===== src/rtl/accum_cpu_pkg.sv =====
// Shared constants for the accumulator CPU: FSM state codes, opcodes and encoding helpers.
package accum_cpu_pkg;

  localparam int STATE_W = 4;

  localparam logic [STATE_W-1:0] ST_IDLE    = 4'd0;
  localparam logic [STATE_W-1:0] ST_FETCH   = 4'd1;
  localparam logic [STATE_W-1:0] ST_WAIT    = 4'd2;
  localparam logic [STATE_W-1:0] ST_OPLOAD  = 4'd3;
  localparam logic [STATE_W-1:0] ST_DECODE  = 4'd4;
  localparam logic [STATE_W-1:0] ST_EXEC1   = 4'd5;
  localparam logic [STATE_W-1:0] ST_OUT     = 4'd6;
  localparam logic [STATE_W-1:0] ST_WAIT2   = 4'd7;
  localparam logic [STATE_W-1:0] ST_OPLOAD2 = 4'd8;
  localparam logic [STATE_W-1:0] ST_EXEC2   = 4'd9;
  localparam logic [STATE_W-1:0] ST_MWAIT   = 4'd10;
  localparam logic [STATE_W-1:0] ST_MLOAD   = 4'd11;

  // Opcodes are decoded on the low OPC_W bits; the top opcode bit selects 1- vs 2-byte form.
  localparam int OPC_W = 7;

  // 1-byte forms
  localparam logic [OPC_W-1:0] OP_HLT  = 7'h00;
  localparam logic [OPC_W-1:0] OP_OUTA = 7'h01;
  localparam logic [OPC_W-1:0] OP_CLRA = 7'h02;
  localparam logic [OPC_W-1:0] OP_INCA = 7'h03;

  // 2-byte forms
  localparam logic [OPC_W-1:0] OP_LDI  = 7'h00;
  localparam logic [OPC_W-1:0] OP_LDA  = 7'h04;
  localparam logic [OPC_W-1:0] OP_STA  = 7'h05;
  localparam logic [OPC_W-1:0] OP_ADD  = 7'h06;
  localparam logic [OPC_W-1:0] OP_JMP  = 7'h08;
  localparam logic [OPC_W-1:0] OP_JZ   = 7'h09;
  localparam logic [OPC_W-1:0] OP_JC   = 7'h0A;

  // Bit index of the two-byte flag for a given data width.
  function automatic int two_byte_bit(int dw);
    return dw - 1;
  endfunction

endpackage


===== src/rtl/accum_cpu_alu.sv =====
// Combinational adder for the accumulator CPU: sum, carry out of DW bits and zero flag.
module accum_cpu_alu #(
  parameter int DW = 8
) (
  input  logic [DW-1:0] a,
  input  logic [DW-1:0] b,
  output logic [DW-1:0] sum,
  output logic          carry,
  output logic          zero
);

  assign {carry, sum} = {1'b0, a} + {1'b0, b};
  assign zero         = (sum == '0);

endmodule


===== src/rtl/accum_cpu_p.sv =====
// Parametrised accumulator CPU: fetches a program from block RAM, executes it and
// streams bytes to a UART transmitter.
module accum_cpu_p
  import accum_cpu_pkg::*;
#(
  parameter int DW     = 8,
  parameter int AW     = 9,
  parameter int RD_LAT = 2
) (
  input  logic          clk,
  input  logic          rst,
  input  logic          start,
  input  logic [AW-1:0] start_addr,
  output logic [AW-1:0] raddr,
  input  logic [DW-1:0] dread,
  output logic [AW-1:0] waddr,
  output logic [DW-1:0] dwrite,
  output logic          write_en,
  output logic [7:0]    tx_byte,
  output logic          transmit,
  input  logic          tx_busy,
  output logic          running,
  output logic          halted
);

  localparam int         TB        = two_byte_bit(DW);
  // Wait states hold for RD_LAT-1 cycles; with RD_LAT==1 they are skipped entirely.
  localparam bit         NO_WAIT   = (RD_LAT == 1);
  localparam logic [7:0] WAIT_INIT = 8'(RD_LAT - 2);

  logic [STATE_W-1:0] state_q, state_d;
  logic [AW-1:0]      pc_q, pc_d;
  logic [DW-1:0]      acc_q, acc_d;
  logic               z_q, z_d;
  logic               c_q, c_d;
  logic [DW-1:0]      opcode_q, opcode_d;
  logic [DW-1:0]      operand_q, operand_d;
  logic [7:0]         cnt_q, cnt_d;
  logic [AW-1:0]      raddr_q, raddr_d;
  logic [AW-1:0]      waddr_q, waddr_d;
  logic [DW-1:0]      dwrite_q, dwrite_d;
  logic               write_en_q, write_en_d;
  logic [7:0]         tx_byte_q, tx_byte_d;
  logic               transmit_q, transmit_d;
  logic               running_q, running_d;
  logic               halted_q, halted_d;

  logic [OPC_W-1:0]   opc;
  logic [AW-1:0]      op_addr;
  logic [DW-1:0]      alu_b;
  logic [DW-1:0]      alu_sum;
  logic               alu_carry;
  logic               alu_zero;

  assign opc     = opcode_q[OPC_W-1:0];
  assign op_addr = AW'(operand_q);

  // Same adder serves INCA (b=1) and ADD (b=memory operand, only used in MLOAD).
  assign alu_b = (state_q == ST_MLOAD) ? dread : DW'(1);

  accum_cpu_alu #(
    .DW (DW)
  ) u_alu (
    .a     (acc_q),
    .b     (alu_b),
    .sum   (alu_sum),
    .carry (alu_carry),
    .zero  (alu_zero)
  );

  always_comb begin
    state_d    = state_q;
    pc_d       = pc_q;
    acc_d      = acc_q;
    z_d        = z_q;
    c_d        = c_q;
    opcode_d   = opcode_q;
    operand_d  = operand_q;
    cnt_d      = cnt_q;
    raddr_d    = raddr_q;
    waddr_d    = waddr_q;
    dwrite_d   = dwrite_q;
    tx_byte_d  = tx_byte_q;
    running_d  = running_q;
    write_en_d = 1'b0;
    transmit_d = 1'b0;
    halted_d   = 1'b0;

    case (state_q)
      ST_IDLE: begin
        if (start) begin
          pc_d      = start_addr;
          running_d = 1'b1;
          state_d   = ST_FETCH;
        end
      end

      ST_FETCH: begin
        raddr_d = pc_q;
        if (NO_WAIT) begin
          state_d = ST_OPLOAD;
        end else begin
          cnt_d   = WAIT_INIT;
          state_d = ST_WAIT;
        end
      end

      ST_WAIT: begin
        if (cnt_q == 8'd0) state_d = ST_OPLOAD;
        else               cnt_d   = cnt_q - 8'd1;
      end

      ST_OPLOAD: begin
        opcode_d = dread;
        pc_d     = pc_q + 1'b1;
        state_d  = ST_DECODE;
      end

      ST_DECODE: begin
        if (opcode_q[TB]) begin
          raddr_d = pc_q;
          if (NO_WAIT) begin
            state_d = ST_OPLOAD2;
          end else begin
            cnt_d   = WAIT_INIT;
            state_d = ST_WAIT2;
          end
        end else begin
          case (opc)
            OP_HLT: begin
              halted_d  = 1'b1;
              running_d = 1'b0;
              state_d   = ST_IDLE;
            end
            OP_OUTA:          state_d = ST_OUT;
            OP_CLRA, OP_INCA: state_d = ST_EXEC1;
            default:          state_d = ST_FETCH;
          endcase
        end
      end

      ST_EXEC1: begin
        if (opc == OP_CLRA) begin
          acc_d = '0;
          z_d   = 1'b1;
          c_d   = 1'b0;
        end else begin
          acc_d = alu_sum;
          z_d   = alu_zero;
          c_d   = alu_carry;
        end
        state_d = ST_FETCH;
      end

      ST_OUT: begin
        if (!tx_busy) begin
          tx_byte_d  = acc_q[7:0];
          transmit_d = 1'b1;
          state_d    = ST_FETCH;
        end
      end

      ST_WAIT2: begin
        if (cnt_q == 8'd0) state_d = ST_OPLOAD2;
        else               cnt_d   = cnt_q - 8'd1;
      end

      ST_OPLOAD2: begin
        operand_d = dread;
        pc_d      = pc_q + 1'b1;
        state_d   = ST_EXEC2;
      end

      ST_EXEC2: begin
        state_d = ST_FETCH;
        case (opc)
          OP_LDI: begin
            acc_d = operand_q;
            z_d   = (operand_q == '0);
          end
          OP_JMP: pc_d = op_addr;
          OP_JZ:  if (z_q) pc_d = op_addr;
          OP_JC:  if (c_q) pc_d = op_addr;
          OP_STA: begin
            waddr_d    = op_addr;
            dwrite_d   = acc_q;
            write_en_d = 1'b1;
          end
          OP_LDA, OP_ADD: begin
            raddr_d = op_addr;
            if (NO_WAIT) begin
              state_d = ST_MLOAD;
            end else begin
              cnt_d   = WAIT_INIT;
              state_d = ST_MWAIT;
            end
          end
          default: ;
        endcase
      end

      ST_MWAIT: begin
        if (cnt_q == 8'd0) state_d = ST_MLOAD;
        else               cnt_d   = cnt_q - 8'd1;
      end

      ST_MLOAD: begin
        if (opc == OP_LDA) begin
          acc_d = dread;
          z_d   = (dread == '0);
        end else begin
          acc_d = alu_sum;
          z_d   = alu_zero;
          c_d   = alu_carry;
        end
        state_d = ST_FETCH;
      end

      default: state_d = ST_IDLE;
    endcase
  end

  always_ff @(posedge clk) begin
    if (rst) begin
      state_q    <= ST_IDLE;
      pc_q       <= '0;
      acc_q      <= '0;
      z_q        <= 1'b1;
      c_q        <= 1'b0;
      opcode_q   <= '0;
      operand_q  <= '0;
      cnt_q      <= 8'd0;
      raddr_q    <= '0;
      waddr_q    <= '0;
      dwrite_q   <= '0;
      write_en_q <= 1'b0;
      tx_byte_q  <= 8'd0;
      transmit_q <= 1'b0;
      running_q  <= 1'b0;
      halted_q   <= 1'b0;
    end else begin
      state_q    <= state_d;
      pc_q       <= pc_d;
      acc_q      <= acc_d;
      z_q        <= z_d;
      c_q        <= c_d;
      opcode_q   <= opcode_d;
      operand_q  <= operand_d;
      cnt_q      <= cnt_d;
      raddr_q    <= raddr_d;
      waddr_q    <= waddr_d;
      dwrite_q   <= dwrite_d;
      write_en_q <= write_en_d;
      tx_byte_q  <= tx_byte_d;
      transmit_q <= transmit_d;
      running_q  <= running_d;
      halted_q   <= halted_d;
    end
  end

  assign raddr    = raddr_q;
  assign waddr    = waddr_q;
  assign dwrite   = dwrite_q;
  assign write_en = write_en_q;
  assign tx_byte  = tx_byte_q;
  assign transmit = transmit_q;
  assign running  = running_q;
  assign halted   = halted_q;

endmodule


===== config.mk =====
export PLATFORM = sky130hd
export DESIGN_NAME = accum_cpu_p
export DESIGN_NICKNAME = d
export VERILOG_FILES = /design/src/rtl/accum_cpu_pkg.sv /design/src/rtl/accum_cpu_alu.sv /design/src/rtl/accum_cpu_p.sv
export SDC_FILE = /design/constraint.sdc
export NUM_CORES = 1
export LEC_CHECK = 0
export BUFFER_PORTS_ARGS = -buffer_cell sky130_fd_sc_hd__clkbuf_2
export CORE_MARGIN = 1
export CORE_UTILIZATION = 58
export DETAILED_ROUTE_END_ITERATION = 10
export HOLD_SLACK_MARGIN = 0.05
export PLACE_DENSITY = 0.8
export SETUP_SLACK_MARGIN = 0.15
export SYNTH_ARGS = -nofsm -noshare
export SYNTH_HDL_FRONTEND = slang
export SYNTH_SLANG_ARGS = --single-unit

===== constraint.sdc =====
create_clock -name clk -period 3.4 [get_ports clk]
set_input_delay 0.34 -clock clk [delete_from_list [all_inputs] [get_ports clk]]
set_output_delay 0.34 -clock clk [all_outputs]
set_load 0.02 [all_outputs]

---- After elaboration in Yosys (flattened, before gate mapping) ----
Index checks and enable logic that the tools add are counted.
word-level totals
  memories ................................ 0
  memory bits (read-only) ................. 0
  register bits ........................... 84
  memory bits (writable) .................. 0
  output and inout bits ................... 38
  bits in latches ......................... 0
  input bits .............................. 21
  word-level logic and storage cells ...... 127
cells by class
  divide/modulo/power cells ............... 0
  equal/unequal tests ..................... 35
  shift-type cells ........................ 0
  $mul .................................... 0
  bitwise gates (word level) .............. 4
  magnitude comparators ................... 0
  add/subtract/negate cells ............... 3
  multiplexer cells ....................... 40
  reductions and logical operators ........ 29
operators with widths
  cell                 count
  $pmux 9 s3           3
  $mux 8               7
  $mux 9               5
  $pmux 4 s11          1
  $logic_not 8->1      4
  $pmux 8 s4           1
  $mux 4               6
  $pmux 8 s3           1
  $ne 2x2->1 const B   11
  $eq 7x3->1 const B   3
  $eq 7x4->1 const B   3
  $eq 4x3->1 const B   4
  $eq 4x4->1 const B   4
  $eq 7x2->1 const B   2
  $reduce_or 2->1      6
  $mux 1               11
  $reduce_and 5->1     2
  $add 8x8->9          1
  $add 9x1->9 const B  1
  $pmux 3 s3           1
  $reduce_bool 3->1    3
  $eq 4x2->1 const B   2
  $reduce_and 2->1     4
  $reduce_and 4->1     2
  16 further kinds     23

---- Logic depth before layout (Yosys ltp) ----
  depth after elaboration ................. 6
  gate-level depth with buffers ........... 12
  mapped depth without buffers ............ 11

---- By module ----
From an unflattened synthesis, not the netlist that was laid out.
unflattened totals
  cell total of the unflattened synthesis .. 573
  area total of the unflattened synthesis .. 4,555.6 um^2
modules (own cells, without submodules)
  module         cells an instance  area an instance (um^2)  seq. area each (um^2)  times used
  accum_cpu_p    532                4,199.0                  1,681.6                1
  accum_cpu_alu  41                 356.6                    0.0                    1

---- Worst setup path after synthesis ----
No wires, ideal clock.
  kind .................................... register -> register
  from .................................... register state_q[0]
  to ...................................... register z_q
  cell stages (with the launch flop) ...... 13
  period minus slack after synthesis ...... 2,835 ps
  path slack .............................. 565 ps
  required time ........................... 3,277 ps
  path buffers ............................ 1
  library setup time ...................... 123 ps
  data arrival time ....................... 2,712 ps
  path through ............................ dfxtp_1 -> clkbuf_1 -> nand2b_1 -> nor2_1 -> nand2_1 -> inv_1 -> ha_1 -> a211oi_1 -> o211ai_1 -> a221oi_1 -> o21ba_2 -> a311oi_1 -> nor3_1
on the way
  word-level cells in the longest chain between the ends .. 6
  elaborated cells between the ends (all ways) .. 12
  those cells by class .................... 1 x add/sub; 4 x eq/ne; 4 x mux; 3 x reduce/logical
RTL lines
  item                              RTL line                                RTL
  start: declaration                accum_cpu_p.sv:31                       logic [STATE_W-1:0] state_q, state_d;
  start signal: assignment          accum_cpu_p.sv:242                      state_q <= state_d;
  $eq 4x4->1                        accum_cpu_p.sv:59, accum_cpu_p.sv:89
  $mux 8                            accum_cpu_p.sv:59                       assign alu_b = (state_q == ST_MLOAD) ? dread : DW'(1);
  $add 8x8->9                       accum_cpu_alu.sv:12                     assign {carry, sum} = {1'b0, a} + {1'b0, b};
  $logic_not 8->1                   accum_cpu_alu.sv:13                     assign zero = (sum == '0);
  $mux 1, on equally long branches  accum_cpu_p.sv:208, accum_cpu_p.sv:143
  $pmux 1 s3                        accum_cpu_p.sv:89                       case (state_q)
  end signal: assignment            accum_cpu_p.sv:245                      z_q <= z_d;
  end: declaration                  accum_cpu_p.sv:34                       logic z_q, z_d;
Several ways; a longest one is shown, not always the timed one.
A chain may end at the register's enable or synchronous reset.

---- Worst setup path in the final report ----
  from .................................... register state_q[1]
  to ...................................... register z_q
Same word-level chain as after synthesis.

==> results.md <==
- Critical path arrival: approximately 3200 ps
- Synth Flop Type: dfxtp_1
- Die Y-Extent: 88.9 um
- Outcome: finished, final reports clean
- Die Width: 88.9 um
- Worst Hold Class: input port to flop
- Critical path launch point type: flop
- Cells after synthesis: 558
- Cts bufs inserted: 9
- Worst skew pair latency: about 360 ps
- Peak VDD IR: about 0.00025 V
- CP max stage cell: dfxtp_1
- CP endpoint kind: flop
- Die footprint: 7910 sq um
- Rel. slew slack: 31.8%
- Post-route core utilization: 67.4%
- Critical path's largest stage delay: 530 ps
- Number of synthesized flops with an enable pin: 0
- Critical-path cell list: nand2_1 -> nor2_1 -> buf_4 -> and2_1 -> ha_1 -> a21oi_1 -> a21boi_0 -> a221oi_1 -> o21ba_2 -> a311oi_1 -> nor3_1
- Fin. Hold Viols: 0
- Synth cell types: 63
- Clk pin slew, worst setup/hold paths: 80 ps
- Final Max Slew Viols: 0
- CTS tree: done
- Setup-failing EPs final: 0
- Yosys top cell by area: dfxtp_1
- Mapped Area: 4380 sq um
- Setup TNS: 0 ps
- # DRC: 0
- P&R area growth vs syn: 12.1%
- Highest-count cells in the layout ignoring fill and taps: nand2_1 (103), dfxtp_1 (84), a21oi_1 (57), clkbuf_2 (57), nor2_1 (56)
- Core Rows: 31
- Routability cong.: between 0.9 and 1
- Drt total wl: 11.3 mm
- Register area share after synthesis: around two fifths
- GRT Total Usage: a little under a third
- Synth top area cells: dfxtp_1 (38%), nand2_1 (8.8%), a21oi_1 (6.5%)
- Layout cells sized above 1: 16.0%
- Worst-margin pin slew: 1020 ps
- Total gr overflow: 0
- Initial antenna violation count: 0
- Post-synth top area share: 38.4%
- Minimum clock period: roughly 3000 ps
- Diode count: 0
- Largest net degree at the start of global routing: 42
- CTS Buffer Depth: 2
- Vias in the first global route: 3725
- CTS HTree Levels: 3
- Final ANT Viol Nets: 0
- Clk_skew: 9.54 ps
- 1st-iter DRT viols: 371
- Fillcell total: 680
- Core ar.: ~7300 sq um
- Post-Syn Area per Cell: just under 8 sq um
- Root Buffer: clkbuf_8
- First-pass GRT wire length: 18.2 mm
- Port Buf Inserts: 57
- Max-cap violations: 0
- Leak: 1.81 nW
- TritonRoute pass-1 iters: 5
- Asr flop ratio synth: 0%
- Initial Util: around 60%
- CP required: 3640 ps
- Commonest non-fill, non-tap cell in the layout: nand2_1
- Layout Nets: approximately 630
- Hold_buf cts: 0
- I/O pin cnt: 59
- CTS Sinks: 84
- Fin crit share: 87.1%
- Power Density: between 400 and 500 nW/um^2
- Crit Path Class: flop to flop
- Vias: 4371
- HPWL after DPL: 8.05 mm
- FMAX: 0.338 GHz
- Synth Net Count: 591
- Vias per cell: 6.20
- DR WL/cell: 16.0 um
- #FFs+latches synth: 84
- Final hold slack: between 200 and 250 ps
- Crit Path Max Fanout: 11
- RSZ-0062 raised after global routing: no
- Synth warn: 0
-- state kept, by name (all words and copies together), names as in the netlist, 4 cells and up --
register / count
state_q: 4
operand_q: 8
pc_q: 9
waddr: 8
acc_q: 8
cnt_q: 8
opcode_q: 8
raddr: 9
tx_byte: 8
dwrite: 8
-- cells by family after synthesis --
| logic type | count (synthesis) | synth area share [%] |
|---|---|---|
| muxes | 8 | 1.83 |
| and+or+nand+nor | 245 | 26.0 |
| other | 1 | 0.0856 |
| AOI/OAI and AO/OA | 153 | 23.6 |
| xor gates and xnor gates | 10 | 2.00 |
| adders and majority gates | 12 | 3.60 |
| DFF | 84 | 38.4 |
| buffers and inverters | 45 | 4.60 |
-- metal layers --
| metal | global-route usage, % | routed length [um] | vias to the layer above | part of all wire (%) |
|---|---|---|---|---|
| met5 | 3.90 | 0 | - | 0 |
| met4 | 14.3 | 354 | 0 | 3.1 |
| met3 | 4.52 | 852 | 28 | 7.6 |
| met2 | 45.9 | 5040 | 207 | 45 |
| met1 | 42.4 | 5030 | 2048 | 45 |
| li1 | - | - | 2088 | - |
-- synth_stat cells, types with 2 or more instances --
cell type and instances:
o211a_1 2, dfxtp_1 84, a311oi_1 13, o21a_1 3, a32oi_1 2, clkbuf_1 22
a221oi_1 2, or4_4 2, nand2b_1 11, buf_6 2, nor2b_1 7, a21o_1 4
a32o_1 2, a31oi_1 4, nor3b_1 2, o21bai_1 2, a21boi_0 5, o311ai_0 4
nand4b_1 2, mux2i_1 8, nand3_1 13, a21oi_2 3, buf_1 2, or4_1 3
a211oi_1 9, nor3_1 14, xor2_1 9, or2_2 2, a21oi_1 57, buf_2 5
or3_1 2, and2_1 8, o41ai_1 2, buf_4 3, ha_1 11, inv_1 11
o211ai_1 3, nor4_1 10, o21ai_0 18, nand4_1 2, o31ai_1 6, nand3b_1 3
nand2_1 103, a31o_2 2, nor2_1 56
-- where the power goes --
| part | total (W) | internal, W | switching, W | leakage (nW) |
|---|---|---|---|---|
| logic | 0.000257 | 0.0000938 | 0.000163 | 1.03 |
| registers | 0.00105 | 0.00102 | 0.0000357 | 0.680 |
| clock network | 0.000729 | 0.000377 | 0.000351 | 0.102 |
| total | 0.00204 | 0.00149 | 0.000550 | 1.81 |
-- worst max-delay path: cells and delay by family, from the launching register on --
kind	cells	cell delay, ps
buf+inv	1	190
simple gates	4	560
fa+ha+maj	1	270
flops	1	530
compound gates	5	1300
-- cell type report --
| cell class | count | area [sq um] | share of cell area [%] |
|---|---|---|---|
| sequential | 84 | 1680 | 34.2 |
| tap | 99 | 124 | 2.52 |
| clock inverter | 4 | 47.5 | 0.968 |
| clock buffer | 12 | 155 | 3.16 |
| inverter | 11 | 41.3 | 0.840 |
| multi-input combinational | 429 | 2510 | 51.1 |
| timing repair buffer | 66 | 353 | 7.18 |
-- stage by stage --
step                instance area [sq um]  setup slack, ps  power, W  cells
floorplan                            4380              565   0.00125    558
global placement                     4700              609   0.00132    689
detailed placement                   4700              510   0.00133    689
CTS                                  4900              456   0.00205    705
global route                         4910              190   0.00213    705
finish                               4910              440   0.00204    705
-- repair_timing --
action,4_1_cts,5_1_grt
setup buffers,0,0
endpoints found under the setup margin,0,1
gates resized for setup,0,2
endpoints found under the hold margin,0,0
-- worst paths after layout --
kind	start	to	slack (ps)	cells after the start
max	state_q[1]$_SDFFE_PP0P_	z_q$_SDFFE_PP1P_	440	11
min	tx_busy	transmit$_SDFF_PP0_	210	2
max reg2reg	state_q[1]$_SDFFE_PP0P_	z_q$_SDFFE_PP1P_	440	11
min reg2reg	waddr[6]$_SDFFE_PP0P_	waddr[6]$_SDFFE_PP0P_	460	2
No activity file was read; power rests on OpenSTA's default activity.
